`src/rtl/if_id_stage_register.sv`:
```
// IF/ID pipeline register: captures fetch outputs with stall/flush/squash control,
// reports branch/jump delay-slot status back to fetch, and counts stall/flush cycles.
module if_id_stage_register #(
    parameter logic [31:0] RESET_PC  = 32'h0000_3000,
    parameter int unsigned CNT_WIDTH = 16
) (
    input  logic                 clk,
    input  logic                 reset,
    input  logic [31:0]          IF_PC,
    input  logic [31:0]          IF_PC4,
    input  logic [31:0]          IF_Inst,
    input  logic                 IF_exception,
    input  logic [31:0]          IF_EPC,
    input  logic [4:0]           IF_ExcCode,
    input  logic                 IF_BD,
    input  logic                 stall,
    input  logic                 handle_exception,
    output logic [31:0]          ID_PC,
    output logic [31:0]          ID_PC4,
    output logic [31:0]          ID_Inst,
    output logic                 ID_exception,
    output logic [31:0]          ID_EPC,
    output logic [4:0]           ID_ExcCode,
    output logic                 ID_BD,
    output logic                 ID_valid,
    output logic                 delay_slot,
    output logic [31:0]          last_PC,
    output logic [CNT_WIDTH-1:0] stall_count,
    output logic [CNT_WIDTH-1:0] flush_count
);

    logic [31:0]          r_pc;
    logic [31:0]          r_pc4;
    logic [31:0]          r_inst;
    logic                 r_exception;
    logic [31:0]          r_epc;
    logic [4:0]           r_exccode;
    logic                 r_bd;
    logic                 r_valid;
    logic [CNT_WIDTH-1:0] r_stall_cnt;
    logic [CNT_WIDTH-1:0] r_flush_cnt;

    logic [5:0] w_op;
    logic [4:0] w_rt;
    logic [5:0] w_funct;
    logic       w_is_branch;

    always_ff @(posedge clk) begin
        if (reset) begin
            r_pc        <= RESET_PC;
            r_pc4       <= RESET_PC + 32'd4;
            r_inst      <= '0;
            r_exception <= 1'b0;
            r_epc       <= '0;
            r_exccode   <= '0;
            r_bd        <= 1'b0;
            r_valid     <= 1'b0;
            r_stall_cnt <= '0;
            r_flush_cnt <= '0;
        end else if (handle_exception) begin
            // Bubble keeps the incoming PC so last_PC still tracks fetch.
            r_pc        <= IF_PC;
            r_pc4       <= IF_PC4;
            r_inst      <= '0;
            r_exception <= 1'b0;
            r_epc       <= '0;
            r_exccode   <= '0;
            r_bd        <= 1'b0;
            r_valid     <= 1'b0;
            if (r_flush_cnt != '1)
                r_flush_cnt <= r_flush_cnt + CNT_WIDTH'(1);
        end else if (stall) begin
            if (r_stall_cnt != '1)
                r_stall_cnt <= r_stall_cnt + CNT_WIDTH'(1);
        end else begin
            r_pc        <= IF_PC;
            r_pc4       <= IF_PC4;
            r_inst      <= IF_exception ? '0 : IF_Inst;
            r_exception <= IF_exception;
            r_epc       <= IF_EPC;
            r_exccode   <= IF_ExcCode;
            r_bd        <= IF_BD;
            r_valid     <= 1'b1;
        end
    end

    always_comb begin
        w_op        = r_inst[31:26];
        w_rt        = r_inst[20:16];
        w_funct     = r_inst[5:0];
        w_is_branch = 1'b0;
        case (w_op)
            6'b000100, 6'b000101, 6'b000110, 6'b000111,
            6'b000010, 6'b000011: w_is_branch = 1'b1;
            6'b000001: w_is_branch = (w_rt == 5'b00000) || (w_rt == 5'b00001) ||
                                     (w_rt == 5'b10000) || (w_rt == 5'b10001);
            6'b000000: w_is_branch = (w_funct == 6'b001000) || (w_funct == 6'b001001);
            default:   w_is_branch = 1'b0;
        endcase
    end

    assign ID_PC        = r_pc;
    assign ID_PC4       = r_pc4;
    assign ID_Inst      = r_inst;
    assign ID_exception = r_exception;
    assign ID_EPC       = r_epc;
    assign ID_ExcCode   = r_exccode;
    assign ID_BD        = r_bd;
    assign ID_valid     = r_valid;
    assign delay_slot   = r_valid & ~r_exception & w_is_branch;
    assign last_PC      = r_pc;
    assign stall_count  = r_stall_cnt;
    assign flush_count  = r_flush_cnt;

endmodule

```
`config.mk`:
```
export PLATFORM = sky130hd
export DESIGN_NAME = if_id_stage_register
export DESIGN_NICKNAME = d
export VERILOG_FILES = /design/src/rtl/if_id_stage_register.sv
export SDC_FILE = /design/constraint.sdc
export NUM_CORES = 1
export LEC_CHECK = 0
export ABC_AREA = 1
export CELL_PAD_IN_SITES_DETAIL_PLACEMENT = 0
export CELL_PAD_IN_SITES_GLOBAL_PLACEMENT = 1
export CORE_ASPECT_RATIO = 1.1
export CORE_MARGIN = 1
export CORE_UTILIZATION = 25
export DETAILED_ROUTE_END_ITERATION = 16
export PLACE_DENSITY = 0.87
export SLEW_MARGIN = 20
export SYNTH_ARGS = -nofsm -noshare
export SYNTH_HDL_FRONTEND = slang
export SYNTH_SLANG_ARGS = --single-unit
```
`constraint.sdc`:
```
create_clock -name clk -period 1.4 [get_ports clk]
set_input_delay 0.14 -clock clk [delete_from_list [all_inputs] [get_ports clk]]
set_output_delay 0.14 -clock clk [all_outputs]
set_load 0.1 [all_outputs]
```
==> results of run 1 <==
==> layer usage <==
metal	up-vias	wire length, µm	track usage
met4	0	319	0.0473
met1	3315	9270	0.184
met2	296	11700	0.290
met3	18	2400	0.0722
met5	-	0	0
li1	3619	-	-
==> placed cells by master (no fill, tap or decap), types with 2 or more instances in the layout <==
cell,count
nand2_4,4
buf_12,211
buf_6,7
nor2_4,7
a21oi_2,18
nand2_2,20
inv_2,7
o21ai_2,2
inv_4,2
dfxtp_2,42
ha_4,2
xnor2_1,5
nor2_1,157
clkdlybuf4s50_1,137
inv_1,18
nand3_1,21
nand4_1,12
o21ai_0,62
dfxtp_1,88
clkbuf_16,18
dfxtp_4,38
nand2_1,229
inv_8,3
inv_6,3
nand3_2,4
nor2_2,12
xor2_1,8
buf_4,57
a21oi_1,78
clkinv_4,3
==> report_power, final <==
group          internal, mW  switching [mW]
Sequential             4.93           0.278
Clock                  2.49            2.16
Combinational          1.57            2.53
Total                  9.00            4.97
==> flip-flops by register name, indices dropped and copies added (netlist names) <==
signal,count
ID_valid,1
stall_count,16
ID_PC4,32
ID_PC,32
ID_EPC,32
ID_ExcCode,5
ID_exception,1
flush_count,16
ID_Inst,32
ID_BD,1
==> worst reg2reg max path, cell delays in order (launching register included) <==
cell and delay, ns:
dfxtp_4 0.37, ha_4 0.16, inv_2 0.04, nor2_2 0.10, nand2_2 0.09, o21ai_2 0.14
buf_4 0.13, buf_8 0.13, nand2_2 0.06, a21oi_2 0.12
==> worst max-delay path by stage <==
| stage | from | to | slack [ns] |
|---|---|---|---|
| finish | ID_Inst[3] | delay_slot | -0.27 |
| global route | ID_Inst[3] | delay_slot | -0.36 |
| CTS | ID_Inst[3] | delay_slot | -0.32 |
| detailed placement | handle_exception | ID_PC[26] | -0.21 |
| global placement | handle_exception | stall_count[12] | -0.20 |
| floorplan | ID_Inst[1] | delay_slot | -0.20 |
==> kinds of logic (layout without fill, tap and decap cells) <==
group / after synthesis / in the layout / share of synthesized area
XOR/XNOR: 13 / 13 / 0.0168
AND/OR/NAND/NOR: 471 / 471 / 0.276
adder cells (fa/ha/maj): 2 / 2 / 0.00369
flip-flops: 168 / 168 / 0.496
buffers and inverters: 109 / 472 / 0.0856
AO/OA/AOI/OAI: 162 / 162 / 0.122
==> repair_timing <==
item / in CTS / in global routing
setup buffers: 2 / 6
pin swaps: 13 / 25
resized for setup: 14 / 64
hold endpoints to repair: 0 / 0
gates cloned: 0 / 1
setup endpoints to repair: 12 / 31
==> final cells by class <==
type / instances / share of cell area
Clock inverter: 12 / 0.00755
Clock buffer: 20 / 0.0336
Multi-Input combinational cell: 648 / 0.225
Sequential cell: 168 / 0.256
Inverter: 26 / 0.00719
Timing Repair Buffer: 414 / 0.440
Tap cell: 352 / 0.0316
==> impl_metrics.env, run 1 <==
export IMPL_status="finished with violations"
export IMPL_worstPathArrival_ns=1.53
export IMPL_finalHoldViolCount=0
export IMPL_ys_types=26
export IMPL_ys_flop_type="dfxtp_1"
export IMPL_post_dp_cell_area_um2=13000
export IMPL_slew_headroom=0.722
export IMPL_area_growth_pct=105
export IMPL_dpl_worst_slack_ns=-0.212
export IMPL_ys_warn_count=0
export IMPL_fin_nets=1416
export IMPL_seq_area_frac_synth=0.496
export IMPL_clkTransAtPathRegs_ns=0.07
export IMPL_grt_use_total=0.167
export IMPL_cts_tree="done"
export IMPL_r2r_slack_ns=-0.03
export IMPL_synth_avg_cell_area_um2=7.34
export IMPL_n_antenna_cell=0
export IMPL_p_total_mw=14.0
export IMPL_ff2ff_path_depth=9
export IMPL_drcViolationCount=0
export IMPL_cts_root_buf="clkbuf_16"
export IMPL_worstReg2RegStart="flush_count[0]"
export IMPL_endpoint_kind="output port"
export IMPL_place_gp_congestion=0.846
export IMPL_port_buffer_count=339
export IMPL_r2r_end="flush_count[10]"
export IMPL_clockBufferDepth=2
export IMPL_holdCritStartpoint="stall"
export IMPL_rsz0062_at_grt="true"
export IMPL_grt_max_degree=63
export IMPL_placed_cells=1600
export IMPL_peakVddDrop_v=0.000655
export IMPL_core_um2=26400
export IMPL_syn_cell_area_um2=6790
export IMPL_antenna_found_initial=0
export IMPL_path_delay_family="simple AND/OR/NAND/NOR gates"
export IMPL_cp_data_required_time_ns=1.26
export IMPL_nFillCells=2320
export IMPL_setup_violations=8
export IMPL_syn_inst=925
export IMPL_synthArstFlopShare=0
export IMPL_p_leak_nw=5.48
export IMPL_crit_type="reg -> out"
export IMPL_grt_pass1_wl_mm=37.0
export IMPL_cp_slowest_cell="dfxtp_4"
export IMPL_multi_input_area_um2=3130
export IMPL_cpPeakStageDelay_ns=0.35
export IMPL_regArea_um2=3560
export IMPL_tns_ns=-0.367
export IMPL_row_count=62
export IMPL_hold_end="ID_Inst[16]"
export IMPL_synth_net_count=1066
export IMPL_cp_cell_sequence="inv_2 > nor4_4 > nand2_1 > a31oi_4 > buf_12"
export IMPL_clock_skew_ns=0.00763
export IMPL_powerDensity_nw_per_um2=1000
export IMPL_cts_hold_buf=0
export IMPL_start_util=0.257
export IMPL_final_layout_size_suffix_gt1_frac=0.365
export IMPL_fmax_mhz=597
export IMPL_grt_pass1_vias=7065
export IMPL_path_max_fanout=2
export IMPL_final_area_um2=13900
export IMPL_cp_start_kind="flip-flop"
export IMPL_die_area_um2=27800
export IMPL_synth_top_area_frac=0.496
export IMPL_tightest_slew_ns=0.417
export IMPL_totalWireLength_mm=23.7
export IMPL_yosysMostFrequentCell="nand2_1"
export IMPL_detail_route_first_pass_iterations=5
export IMPL_cts_buffers=17
export IMPL_period_share=1.20
export IMPL_max_cap_violations=0
export IMPL_synth_common_cells="nand2_1 (252), nor2_1 (170), dfxtp_1 (168), a21oi_1 (92), o21ai_0 (63)"
export IMPL_via_per_inst=4.42
export IMPL_failed_checks="setup timing"
export IMPL_vias=7248
export IMPL_clkSinkCount=168
export IMPL_holdWs_ns=0.202
export IMPL_wl_per_cell_um=14.5
export IMPL_fin_util=0.528
export IMPL_min_period_ns=1.67
export IMPL_die_w_um=159
export IMPL_whs_path_depth=4
export IMPL_synthTopCellsByArea="dfxtp_1 (50%), nand2_1 (14%), nor2_1 (9.4%)"
export IMPL_synth_edff_count=0
export IMPL_ant_nets=0
export IMPL_setup_ws_ns=-0.274
export IMPL_hp_class="in -> reg"
export IMPL_synth_seq_cells=168
export IMPL_drt_iter0_markers=342
export IMPL_overflow=0
export IMPL_layoutNonFillerInstCount=1640
export IMPL_htree_levels=4
export IMPL_synth_top_area_cell="dfxtp_1"
export IMPL_clkLatencyLatePin_ns=0.42
export IMPL_path_buf_inv=2
export IMPL_die_y_um=175
export IMPL_place_hpwl_mm=17.7
export IMPL_ios=340
export IMPL_finalMaxSlewViolations=0
export IMPL_cp_depth=5
Note: power is estimated with default switching activity, not from simulation.
==> run 2, diff against run 1 <==
CORE_MARGIN = unset   (was 1)
REMOVE_ABC_BUFFERS = 1   (was unset)
==> impl_metrics.env, run 2 (same netlist as run 1, synthesis figures left out) <==
export IMPL_final_layout_size_suffix_gt1_frac=0.343
export IMPL_failed_checks="setup timing"
export IMPL_clkTransAtPathRegs_ns=0.08
export IMPL_grt_pass1_vias=7258
export IMPL_overflow=0
export IMPL_antenna_found_initial=1
export IMPL_clock_skew_ns=0.0104
export IMPL_finalHoldViolCount=0
export IMPL_path_delay_family="simple AND/OR/NAND/NOR gates"
export IMPL_core_um2=26400
export IMPL_cp_start_kind="flip-flop"
export IMPL_ant_nets=0
export IMPL_layout_commonest_cell="nand2_1"
export IMPL_clkPwrFrac=0.337
export IMPL_cts_buffers=17
export IMPL_endpoint_kind="output port"
export IMPL_clockBufferDepth=2
export IMPL_p_comb_frac=0.294
export IMPL_setup_violations=12
export IMPL_cp_slowest_cell="dfxtp_2"
export IMPL_peakVddDrop_v=0.000755
export IMPL_place_hpwl_mm=18.8
export IMPL_die_y_um=175
export IMPL_final_area_um2=14200
export IMPL_place_gp_congestion=0.847
export IMPL_start_util=0.257
export IMPL_area_growth_pct=110
export IMPL_htree_levels=4
export IMPL_p_switching_mw=5.07
export IMPL_row_count=62
export IMPL_drt_iter0_markers=363
export IMPL_hp_class="in -> reg"
export IMPL_cp_cell_sequence="nor4_4 > nand2_2 > a31oi_4 > buf_12"
export IMPL_finalMaxSlewViolations=0
export IMPL_clkSinkCount=168
export IMPL_port_buffer_count=339
export IMPL_powerDensity_nw_per_um2=1000
export IMPL_min_period_ns=1.72
export IMPL_grt_max_degree=64
export IMPL_rsz0062_at_grt="true"
export IMPL_worstPathArrival_ns=1.58
export IMPL_setup_ws_ns=-0.323
export IMPL_fin_nets=1443
export IMPL_crit_type="reg -> out"
export IMPL_clkLatencyLatePin_ns=0.42
export IMPL_dpl_worst_slack_ns=-0.197
export IMPL_p_seq_frac=0.368
export IMPL_cp_data_required_time_ns=1.26
export IMPL_totalWireLength_mm=25.9
export IMPL_detail_route_first_pass_iterations=5
export IMPL_cts_root_buf="clkbuf_16"
export IMPL_p_leak_nw=5.80
export IMPL_switching_share=0.356
export IMPL_wl_per_cell_um=15.5
export IMPL_ios=340
export IMPL_slew_headroom=0.795
export IMPL_drcViolationCount=0
export IMPL_grt_use_total=0.179
export IMPL_die_w_um=159
export IMPL_tightest_slew_ns=0.307
export IMPL_p_total_mw=14.3
export IMPL_status="finished with violations"
export IMPL_cts_tree="done"
export IMPL_path_buf_inv=1
export IMPL_power_internal_mw=9.18
export IMPL_final_cell_mix="nand2_1 (222), buf_12 (212), nor2_1 (154), dfxtp_1 (152), clkdlybuf4s50_1 (137)"
export IMPL_max_cap_violations=0
export IMPL_via_per_inst=4.39
export IMPL_post_dp_cell_area_um2=13000
export IMPL_vias=7322
export IMPL_period_share=1.23
export IMPL_fmax_mhz=580
export IMPL_holdWs_ns=0.262
export IMPL_die_area_um2=27800
export IMPL_grt_pass1_wl_mm=39.2
export IMPL_path_max_fanout=2
export IMPL_cpPeakStageDelay_ns=0.34
==> run 2: worst paths after layout <==
kind / slack, ns / from / depth (start not counted) / to
setup / recovery: -0.32 / ID_Inst[1] / 4 / delay_slot
hold / removal: 0.26 / IF_EPC[18] / 3 / ID_EPC[18]
setup reg to reg: -0.02 / stall_count[1] / 9 / stall_count[5]
hold reg to reg: 0.50 / ID_BD / 2 / ID_BD
==> run 2: metal layers <==
| metal | up-vias | share of wire | GRT usage | wire length [µm] |
|---|---|---|---|---|
| met5 | - | 0 | 0 | 0 |
| met4 | 0 | 0.028 | 0.0661 | 717 |
| met3 | 42 | 0.047 | 0.0441 | 1220 |
| met2 | 191 | 0.53 | 0.325 | 13800 |
| met1 | 3413 | 0.39 | 0.201 | 10200 |
| li1 | 3676 | - | - | - |
==> run 2: area by class of cell <==
cell class | count | area [µm²]
well taps | 352 | 440
repair buffers | 441 | 6420
clock inverters | 14 | 154
multi-input cells | 648 | 3300
diodes | 1 | 2.50
clock buffers | 18 | 439
inverters | 26 | 100
fillers | 2286 | 12100
flip-flops and latches | 168 | 3390
==> run 2: power groups by stage <==
| stage | Clock (mW) | Sequential [mW] | Combinational, mW |
|---|---|---|---|
| 2_1_floorplan | 0 | 7.11 | 0.360 |
| 6_report | 4.81 | 5.25 | 4.20 |
| 3_5_place_dp | 0 | 5.35 | 4.10 |
| 4_1_cts | 4.96 | 5.25 | 4.15 |
| 5_1_grt | 5.12 | 5.28 | 4.34 |
| 3_3_place_gp | 0 | 5.35 | 4.08 |
==> run 2: worst register-to-register path, delay by kind of cell (launching register included) <==
kind / cells / cell delay [ns]
flops: 1 / 0.34
compound gates: 1 / 0.12
fa+ha+maj: 1 / 0.17
buf+inv: 1 / 0.22
simple gates: 6 / 0.50
==> run 2: what timing repair did <==
| item | 4_1_cts | 5_1_grt |
|---|---|---|
| gates resized for setup | 57 | 100 |
| setup endpoints to repair | 30 | 82 |
| setup buffers | 3 | 4 |
| hold buffers | 1 | 0 |
| pin swaps | 26 | 36 |
| gates cloned | 3 | 2 |
| endpoints found under the hold margin | 1 | 0 |
==> run 2: metrics by stage <==
step,instances,util,TNS [ns]
after floorplan,842,-,-81.48
after global placement,1623,0.492,-12.22
after detailed placement,1623,0.492,-18.33
after CTS,1662,0.525,-0.983
after global routing,1667,0.540,-1.49
final,1668,0.540,-0.494
==> run 3, diff against run 2 <==
CTS_BUF_LIST = sky130_fd_sc_hd__clkbuf_2 sky130_fd_sc_hd__clkbuf_4 sky130_fd_sc_hd__clkbuf_8   (was unset)
PLACE_DENSITY = unset   (was 0.87)
PLACE_DENSITY_LB_ADDON = 0.1   (was unset)
==> impl_metrics.env, run 3 (same netlist as run 1, synthesis figures left out) <==
export IMPL_status="finished with violations"
export IMPL_failed_checks="setup timing"
export IMPL_finalHoldViolCount=0
export IMPL_crit_type="reg -> out"
export IMPL_row_count=62
export IMPL_grt_max_degree=62
export IMPL_finalMaxSlewViolations=0
export IMPL_path_max_fanout=2
export IMPL_nFillCells=2507
export IMPL_vias=7100
export IMPL_topRoutingLayerUsed="met4"
export IMPL_fin_nets=1434
export IMPL_cts_root_buf="clkbuf_8"
export IMPL_place_gp_congestion=0.791
export IMPL_cts_buffers=17
export IMPL_met3_length_mm=1.62
export IMPL_endpoint_kind="output port"
export IMPL_p_leak_nw=5.48
export IMPL_start_util=0.257
export IMPL_via_per_inst=4.28
export IMPL_setup_violations=1
export IMPL_overflow=0
export IMPL_period_share=1.21
export IMPL_core_um2=26400
export IMPL_min_period_ns=1.70
export IMPL_hp_class="in -> reg"
export IMPL_cp_start_kind="flip-flop"
export IMPL_slew_headroom=0.646
export IMPL_layoutNonFillerInstCount=1659
export IMPL_ant_nets=0
export IMPL_die_area_um2=27800
export IMPL_grt_pass1_vias=6879
export IMPL_clkTransAtPathRegs_ns=0.10
export IMPL_wl_per_cell_um=15.0
export IMPL_die_y_um=175
export IMPL_whs_path_depth=4
export IMPL_final_cell_mix="nand2_1 (237), buf_12 (213), nor2_1 (152), dfxtp_1 (150), clkdlybuf4s50_1 (137)"
export IMPL_fmax_mhz=589
export IMPL_dr_wl_met2_mm=13.0
export IMPL_clkSinkCount=168
export IMPL_final_layout_size_suffix_gt1_frac=0.328
export IMPL_ff2ff_path_depth=9
export IMPL_cp_cell_sequence="nor4_4 > nand2_1 > a31oi_4 > buf_12"
export IMPL_tightest_slew_ns=0.531
export IMPL_cts_tree="done"
export IMPL_htree_levels=4
export IMPL_clkLatencyLatePin_ns=0.46
export IMPL_port_buffer_count=339
export IMPL_placed_cells=1621
export IMPL_grt_use_total=0.177
export IMPL_worstPathArrival_ns=1.56
export IMPL_grt_pass1_wl_mm=38.1
export IMPL_layout_commonest_cell="nand2_1"
export IMPL_die_w_um=159
export IMPL_worstReg2RegStart="stall_count[1]"
export IMPL_powerDensity_nw_per_um2=933
export IMPL_drcViolationCount=0
export IMPL_wl_met1_mm=9.92
export IMPL_holdWs_ns=0.148
export IMPL_drt_iter0_markers=281
export IMPL_place_hpwl_mm=18.7
export IMPL_totalWireLength_mm=24.9
export IMPL_ios=340
export IMPL_clockBufferDepth=2
export IMPL_cp_data_required_time_ns=1.26
export IMPL_max_cap_violations=0
export IMPL_antenna_found_initial=1
export IMPL_holdCritStartpoint="stall"
export IMPL_cpPeakStageDelay_ns=0.34
export IMPL_peakVddDrop_v=0.000451
export IMPL_cp_slowest_cell="dfxtp_2"
export IMPL_cts_hold_buf=0
export IMPL_clock_skew_ns=0.0132
export IMPL_setup_ws_ns=-0.297
export IMPL_detail_route_first_pass_iterations=4
export IMPL_rsz0062_at_grt="true"
export IMPL_area_growth_pct=103
export IMPL_worstSetupStartpoint="ID_Inst[1]"
-- run 3: cell types whose count changed in the layout (fill, tap and decap cells not counted), moves of 3 or more --
cell       before  now
nor2_4         15   10
nand2_2        17   13
a21oi_1        77   80
buf_4          75   70
inv_8           3    0
nor2_2          7   14
clkinv_4        1    4
clkbuf_8        1   20
nand2_1       222  237
inv_6           6    3
nand2_4        14    3
clkbuf_16      20    0
-- run 3: final cells by class --
cell class | count | area (µm²) | share of cell area
antenna | 1 | 2.50 | 0.000182
clock inverter | 12 | 116 | 0.00845
sequential | 168 | 3390 | 0.246
clock buffer | 20 | 275 | 0.0200
multi-input combinational | 648 | 3160 | 0.229
inverter | 26 | 103 | 0.00745
tap | 352 | 440 | 0.0320
timing repair buffer | 432 | 6290 | 0.457
-- run 3: timing repair --
action,4_1_cts,5_1_grt
endpoints found under the setup margin,34,33
resized for setup,25,91
pin swaps,6,36
setup buffers,1,6
-- run 3: report_power, final --
part	total (mW)	internal, mW	switching [mW]	leakage [nW]
combinational	4.10	1.56	2.54	3.90
sequential	5.24	4.98	0.268	1.39
clock	3.51	1.57	1.94	0.196
-- run 3: critical path, delay by kind of cell (launching register included) --
family,cells,cell delay (ns)
simple gates,2,0.38
flops,1,0.34
buf+inv,1,0.19
compound gates,1,0.17
-- run 3: worst paths after layout --
| kind | to | slack, ns |
|---|---|---|
| max | delay_slot | -0.30 |
| min | ID_Inst[6] | 0.15 |
| max reg2reg | stall_count[7] | 0 |
| min reg2reg | ID_EPC[8] | 0.51 |
-- run 3: metal layers --
layer / vias to the layer above / track usage
li1: 3655 / -
met1: 3241 / 0.195
met2: 185 / 0.316
met3: 19 / 0.0610
met4: 0 / 0.0557
met5: - / 0
-- run 3: metrics by stage --
stage	area [µm²]	power (mW)	setup slack (ns)	setup TNS [ns]	util
floorplan	6300	7.47	-1.58	-81.48	-
global placement	12900	9.43	-0.195	-16.38	0.491
detailed placement	12900	9.44	-0.212	-16.42	0.491
CTS	13400	13.0	-0.373	-0.373	0.509
global route	13800	13.4	-0.382	-1.52	0.522
finish	13800	12.9	-0.297	-0.297	0.522
